File: src/rtl/mem_arb_if.sv
// Bundle of requester-side and memory-side signals around the shared memory port.
// slave is the arbiter's view; master is the view of the requesters plus memory.
interface mem_arb_if;
    logic        i_req;
    logic [31:0] i_addr;
    logic        i_ack;
    logic [31:0] i_rdata;
    logic        d_req;
    logic        d_we;
    logic [31:0] d_addr;
    logic [31:0] d_wdata;
    logic        d_ack;
    logic [31:0] d_rdata;
    logic        mem_read;
    logic        mem_write;
    logic        mem_ack;
    logic [31:0] mem_addr;
    logic [31:0] mem_read_data;
    logic [31:0] mem_write_data;

    modport slave (
        input  i_req, i_addr, d_req, d_we, d_addr, d_wdata, mem_ack, mem_read_data,
        output i_ack, i_rdata, d_ack, d_rdata, mem_read, mem_write, mem_addr, mem_write_data
    );

    modport master (
        output i_req, i_addr, d_req, d_we, d_addr, d_wdata, mem_ack, mem_read_data,
        input  i_ack, i_rdata, d_ack, d_rdata, mem_read, mem_write, mem_addr, mem_write_data
    );
endinterface

File: src/rtl/mem_arbiter.sv
// Shares one external memory port between instruction fetch and data access.
// Define MEM_ARB_ROUND_ROBIN_EN to alternate winners on ties; default is fixed data priority.
module mem_arbiter (
    input  logic       clk,
    input  logic       reset,
    mem_arb_if.slave   bus,
    output logic [1:0] state
);
    typedef enum logic [1:0] {
        ST_IDLE  = 2'd0,
        ST_ISSUE = 2'd1,
        ST_DONE  = 2'd2
    } arb_state_t;

    arb_state_t  state_r;
    logic        owner_d_r;
    logic        we_r;
    logic        mem_read_r;
    logic        mem_write_r;
    logic        i_ack_r;
    logic        d_ack_r;
    logic [31:0] mem_addr_r;
    logic [31:0] mem_wdata_r;
    logic [31:0] i_rdata_r;
    logic [31:0] d_rdata_r;
    logic        grant_d_s;

    // Decide which requester wins when the FSM samples requests in IDLE
    always_comb begin
        grant_d_s = 1'b0;
`ifdef MEM_ARB_ROUND_ROBIN_EN
        if (bus.d_req && bus.i_req) begin
            grant_d_s = ~owner_d_r;
        end else begin
            grant_d_s = bus.d_req;
        end
`else
        grant_d_s = bus.d_req;
`endif
    end

    // Transaction FSM with all outputs held in registers
    always_ff @(posedge clk) begin
        if (!reset) begin
            state_r     <= ST_IDLE;
            owner_d_r   <= 1'b0;
            we_r        <= 1'b0;
            mem_read_r  <= 1'b0;
            mem_write_r <= 1'b0;
            i_ack_r     <= 1'b0;
            d_ack_r     <= 1'b0;
            mem_addr_r  <= 32'd0;
            mem_wdata_r <= 32'd0;
            i_rdata_r   <= 32'd0;
            d_rdata_r   <= 32'd0;
        end else begin
            case (state_r)
                ST_IDLE: begin
                    i_ack_r <= 1'b0;
                    d_ack_r <= 1'b0;
                    if (bus.i_req || bus.d_req) begin
                        owner_d_r   <= grant_d_s;
                        mem_wdata_r <= bus.d_wdata;
                        if (grant_d_s) begin
                            we_r        <= bus.d_we;
                            mem_addr_r  <= bus.d_addr;
                            mem_read_r  <= ~bus.d_we;
                            mem_write_r <= bus.d_we;
                        end else begin
                            we_r        <= 1'b0;
                            mem_addr_r  <= bus.i_addr;
                            mem_read_r  <= 1'b1;
                            mem_write_r <= 1'b0;
                        end
                        state_r <= ST_ISSUE;
                    end else begin
                        state_r <= ST_IDLE;
                    end
                end
                ST_ISSUE: begin
                    if (bus.mem_ack) begin
                        mem_read_r  <= 1'b0;
                        mem_write_r <= 1'b0;
                        // Writes leave the rdata registers untouched
                        if (owner_d_r) begin
                            d_ack_r <= 1'b1;
                            if (!we_r) begin
                                d_rdata_r <= bus.mem_read_data;
                            end else begin
                                d_rdata_r <= d_rdata_r;
                            end
                        end else begin
                            i_ack_r   <= 1'b1;
                            i_rdata_r <= bus.mem_read_data;
                        end
                        state_r <= ST_DONE;
                    end else begin
                        state_r <= ST_ISSUE;
                    end
                end
                ST_DONE: begin
                    i_ack_r <= 1'b0;
                    d_ack_r <= 1'b0;
                    state_r <= ST_IDLE;
                end
                default: begin
                    mem_read_r  <= 1'b0;
                    mem_write_r <= 1'b0;
                    i_ack_r     <= 1'b0;
                    d_ack_r     <= 1'b0;
                    state_r     <= ST_IDLE;
                end
            endcase
        end
    end

    assign state              = state_r;
    assign bus.i_ack          = i_ack_r;
    assign bus.i_rdata        = i_rdata_r;
    assign bus.d_ack          = d_ack_r;
    assign bus.d_rdata        = d_rdata_r;
    assign bus.mem_read       = mem_read_r;
    assign bus.mem_write      = mem_write_r;
    assign bus.mem_addr       = mem_addr_r;
    assign bus.mem_write_data = mem_wdata_r;
endmodule

File: src/flat_wrapper.sv
// flat-port wrapper written by rule: the top's interface ports become plain ports
module mem_arbiter_flat 
  (clk, reset, state, bus_i_req, bus_i_addr, bus_d_req, bus_d_we, bus_d_addr, bus_d_wdata, bus_mem_ack, bus_mem_read_data, bus_i_ack, bus_i_rdata, bus_d_ack, bus_d_rdata, bus_mem_read, bus_mem_write, bus_mem_addr, bus_mem_write_data);
  mem_arb_if bus_i ();
  input  logic clk;
  input  logic reset;
  output logic [1:0] state;
  input wire logic [$bits(bus_i.i_req)-1:0] bus_i_req;
  input wire logic [$bits(bus_i.i_addr)-1:0] bus_i_addr;
  input wire logic [$bits(bus_i.d_req)-1:0] bus_d_req;
  input wire logic [$bits(bus_i.d_we)-1:0] bus_d_we;
  input wire logic [$bits(bus_i.d_addr)-1:0] bus_d_addr;
  input wire logic [$bits(bus_i.d_wdata)-1:0] bus_d_wdata;
  input wire logic [$bits(bus_i.mem_ack)-1:0] bus_mem_ack;
  input wire logic [$bits(bus_i.mem_read_data)-1:0] bus_mem_read_data;
  output wire logic [$bits(bus_i.i_ack)-1:0] bus_i_ack;
  output wire logic [$bits(bus_i.i_rdata)-1:0] bus_i_rdata;
  output wire logic [$bits(bus_i.d_ack)-1:0] bus_d_ack;
  output wire logic [$bits(bus_i.d_rdata)-1:0] bus_d_rdata;
  output wire logic [$bits(bus_i.mem_read)-1:0] bus_mem_read;
  output wire logic [$bits(bus_i.mem_write)-1:0] bus_mem_write;
  output wire logic [$bits(bus_i.mem_addr)-1:0] bus_mem_addr;
  output wire logic [$bits(bus_i.mem_write_data)-1:0] bus_mem_write_data;
  assign bus_i.i_req = bus_i_req;
  assign bus_i.i_addr = bus_i_addr;
  assign bus_i.d_req = bus_d_req;
  assign bus_i.d_we = bus_d_we;
  assign bus_i.d_addr = bus_d_addr;
  assign bus_i.d_wdata = bus_d_wdata;
  assign bus_i.mem_ack = bus_mem_ack;
  assign bus_i.mem_read_data = bus_mem_read_data;
  assign bus_i_ack = bus_i.i_ack;
  assign bus_i_rdata = bus_i.i_rdata;
  assign bus_d_ack = bus_i.d_ack;
  assign bus_d_rdata = bus_i.d_rdata;
  assign bus_mem_read = bus_i.mem_read;
  assign bus_mem_write = bus_i.mem_write;
  assign bus_mem_addr = bus_i.mem_addr;
  assign bus_mem_write_data = bus_i.mem_write_data;
  mem_arbiter u_core (.clk(clk), .reset(reset), .bus(bus_i), .state(state));
endmodule
File: config.mk
export PLATFORM = sky130hd
export DESIGN_NAME = mem_arbiter_flat
export DESIGN_NICKNAME = d
export VERILOG_FILES = /design/src/rtl/mem_arb_if.sv /design/src/rtl/mem_arbiter.sv /design/src/flat_wrapper.sv
export SDC_FILE = /design/constraint.sdc
export NUM_CORES = 1
export LEC_CHECK = 0
export CAP_MARGIN = 20
export CORE_MARGIN = 2
export CORE_UTILIZATION = 37
export DETAILED_ROUTE_END_ITERATION = 16
export PLACE_DENSITY = 0.77
export SLEW_MARGIN = 20
export SYNTH_ARGS = -nofsm -noshare
export SYNTH_HDL_FRONTEND = slang
export SYNTH_SLANG_ARGS = --single-unit
File: constraint.sdc
create_clock -name clk -period 1.1 [get_ports clk]
set_input_delay 0.165 -clock clk [delete_from_list [all_inputs] [get_ports clk]]
set_output_delay 0.165 -clock clk [all_outputs]
set_load 0.03 [all_outputs]
==> impl_metrics.env <==
export IMPL_outcome="finished with violations"
export IMPL_violated_checks="setup timing"
export IMPL_grt_total_usage=0.220
export IMPL_h_tree_depth=4
export IMPL_synth_area_top_cells="dfxtp_1 49%, mux2i_1 11%, nand2_1 8.7%"
export IMPL_power_static_leakage_nw=3.97
export IMPL_initial_antenna_violation_count=0
export IMPL_tns_ps=-15590
export IMPL_placedCellCount=1041
export IMPL_yosys_area_share_adder=0
export IMPL_postSynthRegisterBits=136
export IMPL_max_slew_margin_rel=0.775
export IMPL_post_synthesis_net_count=742
export IMPL_drt_pass1_iterations=5
export IMPL_chipHeight_um=127
export IMPL_timing_worst_setup_path_type="flop to flop"
export IMPL_cts_tree="yes"
export IMPL_finish_utilization=0.692
export IMPL_peak_supply_drop_uv=993
export IMPL_finalSetupViolations=138
export IMPL_worst_endpoint_required_ps=1380
export IMPL_synth_top_area_share=0.486
export IMPL_synth_top_cell_by_area="dfxtp_1"
export IMPL_antennaDiodeCount=0
export IMPL_grt_ovfl_total=0
export IMPL_chipWidth_um=127
export IMPL_crit_slowest_cell="dfxtp_4"
export IMPL_most_common_layout_cells="131 x clkdlybuf4s50_1, 130 x nand2_1, 125 x buf_6"
export IMPL_top_level_ports=268
export IMPL_synthCells=608
export IMPL_max_clock_path_buffers=2
export IMPL_synthToLayoutAreaGrowth_pct=80.9
export IMPL_first_global_vias=5516
export IMPL_rsz_0062_raised_after_global_routing="true"
export IMPL_path_delay_family="simple AND/OR/NAND/NOR gates"
export IMPL_route_antenna_remaining_nets=0
export IMPL_pin_count_of_the_biggest_net_entering_global_routing=65
export IMPL_period_needed_ps=1310
export IMPL_hold_path_class="input port to flop"
export IMPL_tightest_slew_ps=338
export IMPL_ctsRootBufferMaster="clkbuf_16"
export IMPL_drc=0
export IMPL_cp_num_buf_inv=3
export IMPL_final_cells=1086
export IMPL_ys_seq_area_frac=0.486
export IMPL_crit_top_cell="buf_12"
export IMPL_final_critical_path_setup_slack_ps=-209
export IMPL_basic_gate_share_of_the_synthesized_area_counting_and_or_nand_and_nor_cells=0.136
export IMPL_initial_utilization=0.383
export IMPL_synth_yosys_warnings=0
export IMPL_timing_critical_path_fanout_max=5
export IMPL_power_per_cell_area_nw_per_um2=1520
export IMPL_num_nets_final=1025
export IMPL_place_hpwl_um=12000
export IMPL_critPathLaunchType="flop"
export IMPL_viasPerCell=5.09
export IMPL_prevailing_post_synth_register_cell="dfxtp_1"
export IMPL_gp_congestion=0.788
export IMPL_synth_distinct_cells=31
export IMPL_worst_ep_arrival_time_ps=1590
export IMPL_timing_max_cap_violations=0
export IMPL_routed_wl_um=18700
export IMPL_reg2reg_slack_ps=-210
export IMPL_layout_worst_path_cycle_share=1.19
export IMPL_io_buffers=267
export IMPL_grt_first_pass_wirelength_um=28300
export IMPL_timing_clock_skew_ps=6.32
export IMPL_final_common_cell="clkdlybuf4s50_1"
export IMPL_floorplan_rows=44
export IMPL_critPathCaptureType="flop"
export IMPL_coreArea_um2=14600
export IMPL_final_hold_viol_count=0
export IMPL_routedWlPerCell_um=17.2
export IMPL_vias=5529
export IMPL_cts_buffers_inserted=17
export IMPL_die_area_um2=16100
export IMPL_share_of_flip_flops_with_an_asynchronous_set_or_reset=0
export IMPL_timing_final_max_slew_violations=0
export IMPL_first_iteration_detailed_routing_drc_count=249
export IMPL_dominant_combinational_cell_family_by_area_after_synthesis="compound AO/OA/AOI/OAI gates"
export IMPL_final_layout_size_suffix_gt1_frac=0.462
export IMPL_path_cells="or2_4 -> nor2_4 -> buf_12 -> buf_12 -> buf_12 -> a211oi_2"
export IMPL_edff_count_synth=0
export IMPL_worst_setup_hold_path_clk_slew_ps=50
export IMPL_synth_area_mux_share=0.114
export IMPL_post_synth_xor_area_fraction=0
export IMPL_synth_compound_gate_area_share=0.204
export IMPL_clk_latency_ps=410
export IMPL_max_freq_mhz=764
export IMPL_synth_area_um2=5600
export IMPL_postSynthAreaPerCell_um2=9.22
export IMPL_critPathMaxStageDelay_ps=360
export IMPL_numClockSinks=136
export IMPL_postCtsHoldBufs=0
export IMPL_detailedPlace_worstSlack_ps=-454
==> report_power, final <==
| group | total [mW] | internal [mW] | switching (mW) |
|---|---|---|---|
| clock network | 5.54 | 3.46 | 2.08 |
| registers | 5.64 | 5.34 | 0.299 |
| logic | 4.27 | 2.13 | 2.14 |
==> layer usage <==
metal,GRT usage,part of all wire,vias to the layer above
li1,-,-,2681
met1,0.261,0.39,2584
met2,0.375,0.50,233
met3,0.0766,0.086,31
met4,0.0718,0.022,0
met5,0,0,-
==> layout make-up <==
class / instances / area (um2)
Clock buffer: 24 / 513
Clock inverter: 6 / 63.8
Fill cell: 1085 / 4510
Inverter: 3 / 13.8
Multi-Input combinational cell: 412 / 2890
Sequential cell: 136 / 2850
Tap cell: 184 / 230
Timing Repair Buffer: 321 / 3580
==> worst register-to-register path: stages, from the launching register on <==
cell and delay, ps:
dfxtp_4 360, or2_4 270, nor2_4 120, buf_12 140
buf_12 130, buf_12 120, a211oi_2 50
==> path summary, 6_finish.rpt <==
kind / start / endpoint / depth (start not counted)
worst max-delay path: u_core.state[0]$_SDFF_PN0_ / u_core.bus.mem_addr[13]$_SDFFE_PN0P_ / 6
worst min-delay path: reset / u_core.bus.mem_read$_SDFFE_PN0P_ / 3
worst max register to register: u_core.state[0]$_SDFF_PN0_ / u_core.bus.mem_addr[13]$_SDFFE_PN0P_ / 6
worst min register to register: u_core.bus.i_rdata[3]$_SDFFE_PN0P_ / u_core.bus.i_rdata[3]$_SDFFE_PN0P_ / 2
==> cells by family after synthesis <==
logic type | after synthesis
flip-flops | 136
multiplexers | 64
AND/OR/NAND/NOR | 177
buffers and inverters | 60
AO/OA/AOI/OAI | 171
==> sequential cells by signal, summed over array words and instances (netlist names) <==
register                   flops
u_core.bus.d_rdata            32
u_core.bus.i_rdata            32
u_core.bus.mem_addr           32
u_core.bus.mem_write_data     32
u_core.state                   2
u_core.bus.d_ack               1
u_core.bus.i_ack               1
u_core.bus.mem_read            1
u_core.bus.mem_write           1
u_core.owner_d_r               1
u_core.we_r                    1
==> cell usage after synthesis (10+ instances only) <==
| master | instances |
|---|---|
| o21ai_1 | 32 |
| buf_4 | 10 |
| mux2i_1 | 64 |
| nand3_1 | 33 |
| dfxtp_1 | 136 |
| a21oi_2 | 20 |
| a211oi_2 | 22 |
| buf_2 | 28 |
| nand2_1 | 130 |
| clkbuf_1 | 13 |
| a211oi_1 | 10 |
| a21oi_1 | 80 |
==> through the flow <==
stage	power [mW]	hold slack, ps	cell area [um2]
3_3_place_gp	9.08	442	8410
4_1_cts	15.2	119	9490
3_5_place_dp	9.11	448	8410
6_report	15.5	111	10100
5_1_grt	16.0	112	10100
2_1_floorplan	7.55	268	5710
==> what timing repair did <==
| item | in CTS | in global routing |
|---|---|---|
| setup buffers | 8 | 5 |
| cloned | 3 | 1 |
| hold endpoints to repair | 0 | 0 |
| endpoints found under the setup margin | 173 | 232 |
| pin swaps | 24 | 18 |
| gates resized for setup | 92 | 202 |
No activity file was read; power rests on OpenSTA's default activity.
